File: src/rtl/pc_redirect_unit.sv
// Fetch PC register with ID-stage branch/jump redirect, a one-entry redirect
// queue for when instruction memory stalls, and redirect statistics.
module pc_redirect_unit #(
  parameter logic [31:0] RESET_PC   = 32'h0000_0000,
  parameter bit          DELAY_SLOT = 1'b0
) (
  input  logic        Clk,
  input  logic        Reset,
  input  logic        Stall,
  input  logic        ImemReady,
  input  logic        BranchValid,
  input  logic        BranchTaken,
  input  logic [31:0] BranchTarget,
  output logic [31:0] PC,
  output logic [31:0] PCPlus4,
  output logic        FetchValid,
  output logic        FlushIFID,
  output logic        Pending,
  output logic        MisalignErr,
  output logic [15:0] TakenCount,
  output logic [15:0] BranchCount
);

  typedef enum logic {RUN, PENDING} state_t;

  state_t      state_q;
  logic [31:0] pc_q, pend_q;
  logic        fv_q, mis_q;
  logic [15:0] tcnt_q, bcnt_q;

  logic        in_run, acc, req, adv, apply;
  logic [31:0] apply_tgt;

  // Nothing is accepted until the first post-reset edge has made the PC live.
  assign in_run    = (state_q == RUN);
  assign acc       = fv_q & in_run & BranchValid & ~Stall;
  assign req       = acc & BranchTaken;
  assign adv       = fv_q & ~Stall & ImemReady;
  assign apply     = in_run ? (req & ImemReady) : ImemReady;
  assign apply_tgt = in_run ? BranchTarget : pend_q;

  always_ff @(posedge Clk or posedge Reset) begin
    if (Reset) begin
      state_q <= RUN;
      pc_q    <= RESET_PC;
      pend_q  <= '0;
      fv_q    <= 1'b0;
      mis_q   <= 1'b0;
      tcnt_q  <= '0;
      bcnt_q  <= '0;
    end else begin
      fv_q <= 1'b1;
      if (apply) begin
        pc_q    <= {apply_tgt[31:2], 2'b00};
        state_q <= RUN;
        if (apply_tgt[1:0] != 2'b00) mis_q <= 1'b1;
        if (tcnt_q != 16'hFFFF) tcnt_q <= tcnt_q + 16'd1;
      end else if (req) begin
        pend_q  <= BranchTarget;
        state_q <= PENDING;
      end else if (in_run && adv) begin
        pc_q <= pc_q + 32'd4;
      end
      if (acc && bcnt_q != 16'hFFFF) bcnt_q <= bcnt_q + 16'd1;
    end
  end

  assign PC          = pc_q;
  assign PCPlus4     = pc_q + 32'd4;
  assign FetchValid  = fv_q;
  assign FlushIFID   = apply & ~DELAY_SLOT & ~Reset;
  assign Pending     = ~in_run & ~Reset;
  assign MisalignErr = mis_q;
  assign TakenCount  = tcnt_q;
  assign BranchCount = bcnt_q;

endmodule

File: config.mk
export PLATFORM = sky130hd
export DESIGN_NAME = pc_redirect_unit
export DESIGN_NICKNAME = d
export VERILOG_FILES = /design/src/rtl/pc_redirect_unit.sv
export SDC_FILE = /design/constraint.sdc
export NUM_CORES = 1
export LEC_CHECK = 0
export CAP_MARGIN = 40
export CORE_MARGIN = 2
export CORE_UTILIZATION = 50
export CTS_BUF_LIST = sky130_fd_sc_hd__clkbuf_16
export CTS_CLUSTER_DIAMETER = 200
export DETAILED_ROUTE_END_ITERATION = 12
export PLACE_DENSITY = 0.89
export REMOVE_ABC_BUFFERS = 1
export SYNTH_ARGS = -nofsm -noshare
export SYNTH_HDL_FRONTEND = slang
export SYNTH_SLANG_ARGS = --single-unit
File: constraint.sdc
create_clock -name Clk -period 4.2 [get_ports Clk]
set_clock_uncertainty 0.05 [all_clocks]
set_input_delay 0.84 -clock Clk [delete_from_list [all_inputs] [get_ports Clk]]
set_output_delay 0.84 -clock Clk [all_outputs]
set_load 0.02 [all_outputs]
==> out/metrics.yaml <==
sequential_fraction_of_the_synthesis_area: 0.4493
fp.coreArea_um2: 10420
die-width_um: 108.0
area_delta_synth_final_pct: 30.76
internal_power_mw: 2.165
post-synth-top-area-cell: "sky130_fd_sc_hd__dfrtp_1"
tritonroute_pass_1_iters: 4
fin_tns_setup_ns: 0
required_ns: 3.31
initial_utilization: 0.5187
grt-ovfl-total: 0
cp-end-kind: "output port"
critPathSlowestCell: "sky130_fd_sc_hd__clkdlybuf4s50_1"
maximum_number_of_pins_on_one_net_before_global_route_repair: 69
yosys_register_bits: 97
min_path_type: "flip-flop to flip-flop"
avgViaCountPerCell: 5.820
cts_root_buffer: "sky130_fd_sc_hd__clkbuf_16"
synth_cell_type_count: 58
detail_route.iter0.violations: 211
area_of_the_mapped_netlist_um2: 5403
setup.worst_path.class: "flip-flop to output port"
post-synth-top-area-fraction: 0.4493
synth_area_per_cell_um2: 10.59
grt_pass1_wl_mm: 21.95
final_cell_mix: "133 x sky130_fd_sc_hd__clkdlybuf4s50_1, 96 x sky130_fd_sc_hd__dfrtp_1, 41 x sky130_fd_sc_hd__xnor2_1"
synth_enable_flop_cells: 0
async_set_reset_flop_share_out_of_synthesis: 1.000
final-max-slew-violation-count: 0
post_drt_wl_per_cell_um: 17.60
antenna_left: 0
ys_dominant_reg_cell: "sky130_fd_sc_hd__dfrtp_1"
yosys_warnings: 0
result_of_the_run: "completed"
final_period_minus_worst_setup_slack_ns: 3.631
hold_viol_final: 0
switching_power_mw: 1.207
clock_power_share: 0.214
grt.total_usage: 0.2388
num_io_pins: 138
cap_viol_max_count: 0
ir_drop_mv: 0.3525
post-dp-hpwl_mm: 9.569
ctsHoldBuffers: 0
clock_sinks: 97
insertedDiodeCount: 0
placement.cell_area_um2: 6809
max_freq_mhz: 275.4
postCtsResizedCells: 0
gp_congestion: 0.8069
netlist_instances: 510
max-slew-margin-rel: 0.3975
power_density_nw_per_um2: 477.3
post_cts.repair.setup_buffers: 0
cts_buffer_count: 9
final-setup-viol-count: 0
drc_errors: 0
num_vias: 4499
comb_power_share: 0.371
antenna_found_initial: 0
row_count: 37
finish.net_count: 673
first_global_vias: 4447
period_share: 0.8644
min_setup_slack_post_route_ns: 0.5695
layout.cells.most_common: "sky130_fd_sc_hd__clkdlybuf4s50_1"
crit_path_start_kind: "flip-flop"
finalWirelength_mm: 13.61
insertion_delay_ns: 0.33
holdPathStages: 1
die_area_um2: 11650
crit_chain: "ha_1 -> nand2_1 -> nor3_4 -> and4_1 -> xor2_1 -> clkdlybuf4s50_1"
pre_cts_slack_ns: 0.8589
switching_share: 0.3578
synth.area.top_cells: "sky130_fd_sc_hd__dfrtp_1 45%, sky130_fd_sc_hd__mux2_2 8.1%, sky130_fd_sc_hd__xnor2_1 6.6%, sky130_fd_sc_hd__mux2_1 2.9%, sky130_fd_sc_hd__nand4_1 2.9%"
power_leakage_nw: 2.832
worst-r2r-cell-count: 6
critical_path.max_fanout: 7
tightestPinTransition_ns: 0.9038
port_buffers: 133
tritoncts: "done"
rsz0062_at_grt: "false"
clkTransAtPathRegs_ns: 0.07
drive_gt1_frac: 0.1240
clk_path_buf_depth: 2
final_design_area_no_fill_um2: 7064
fp.dieH_um: 108.0
timing.critical_path.slowest_cell_delay_ns: 0.64
worst-endpoint-arrival_ns: 2.74
clock_tree.htree_level_count: 3
seq_power_share: 0.414
## kinds of logic (layout without fill, tap and decap cells)
| family | after synthesis | count (layout) | synth area share |
|---|---|---|---|
| simple gates | 161 | 161 | 0.1739 |
| flops | 97 | 97 | 0.4493 |
| compound gates | 96 | 96 | 0.1158 |
| mux | 63 | 63 | 0.1290 |
| xor+xnor | 54 | 54 | 0.08754 |
| buf+inv | 34 | 158 | 0.03612 |
| fa+ha+maj | 3 | 3 | 0.006948 |
| other cells | 2 | 5 | 0.001390 |
## per-stage QoR
stage          power [mW]  utilization  hold slack, ns  instances
6_report            3.372       0.6782          0.4264        773
5_1_grt             3.552       0.6782          0.4514        773
4_1_cts             3.396       0.6782          0.4281        773
2_1_floorplan       2.030            -          0.4022        483
3_5_place_dp        2.665       0.6537          0.4031        757
3_3_place_gp        2.611       0.6511          0.4054        756
## power by group through the flow
| stage | Combinational, mW | Sequential [mW] | Clock, mW |
|---|---|---|---|
| finish | 1.25 | 1.40 | 0.723 |
| global route | 1.33 | 1.44 | 0.789 |
| CTS | 1.26 | 1.39 | 0.739 |
| detailed placement | 1.26 | 1.41 | 0 |
| global placement | 1.23 | 1.39 | 0 |
| floorplan | 0.522 | 1.51 | 0 |
## flip-flops by register name, indices dropped and copies added (netlist names)
name         count
TakenCount      16
FetchValid       1
PC              30
MisalignErr      1
BranchCount     16
state_q          1
pend_q          32
## cell usage after synthesis, drive strengths merged (9+ instances only)
master	n
and3	12
xnor2	41
nand4	27
a21oi	26
buf	21
dfrtp	97
nand2	40
xor2	13
nand3	26
mux2i	10
a2bb2oi	16
o22ai	13
mux2	53
nor2	23
nor3	10
o21ai	15
clkbuf	9
## area by class of cell
cell class	count	area, um2
clock buffer	9	225.2
clock inverter	7	30.03
fill	792	3352
inverter	4	17.52
multi-input combinational	382	2804
sequential	97	2429
tap	136	170.2
timing repair buffer	138	1389
## worst paths after layout
kind	from	endpoint	slack [ns]
hold / removal	MisalignErr$_DFFE_PP0P_	MisalignErr$_DFFE_PP0P_	0.43
max in group asynchronous	Reset	pend_q[28]$_DFFE_PP0P_	2.42
setup / recovery	PC[3]$_DFFE_PP0P_	PCPlus4[28]	0.57
min in group asynchronous	Reset	FetchValid$_DFF_PP0_	0.80
hold reg to reg	MisalignErr$_DFFE_PP0P_	MisalignErr$_DFFE_PP0P_	0.43
setup reg to reg	FetchValid$_DFF_PP0_	TakenCount[14]$_DFFE_PP0P_	1.94
## per-layer routing
metal / share of wire / up-vias / track usage
li1: - / 2106 / -
met5: 0 / - / 0
met3: 0.059 / 19 / 0.03677
met1: 0.42 / 2196 / 0.3066
met2: 0.50 / 178 / 0.4021
met4: 0.017 / 0 / 0.1026
## worst max-delay path, delay by kind of cell, from the launching register on
kind / cells / cell delay (ns)
DFF: 1 / 0.42
adders and majority gates: 1 / 0.25
xor gates and xnor gates: 1 / 0.21
and+or+nand+nor: 3 / 0.88
buffers and inverters: 1 / 0.64
(Power assumes the default switching activity.)
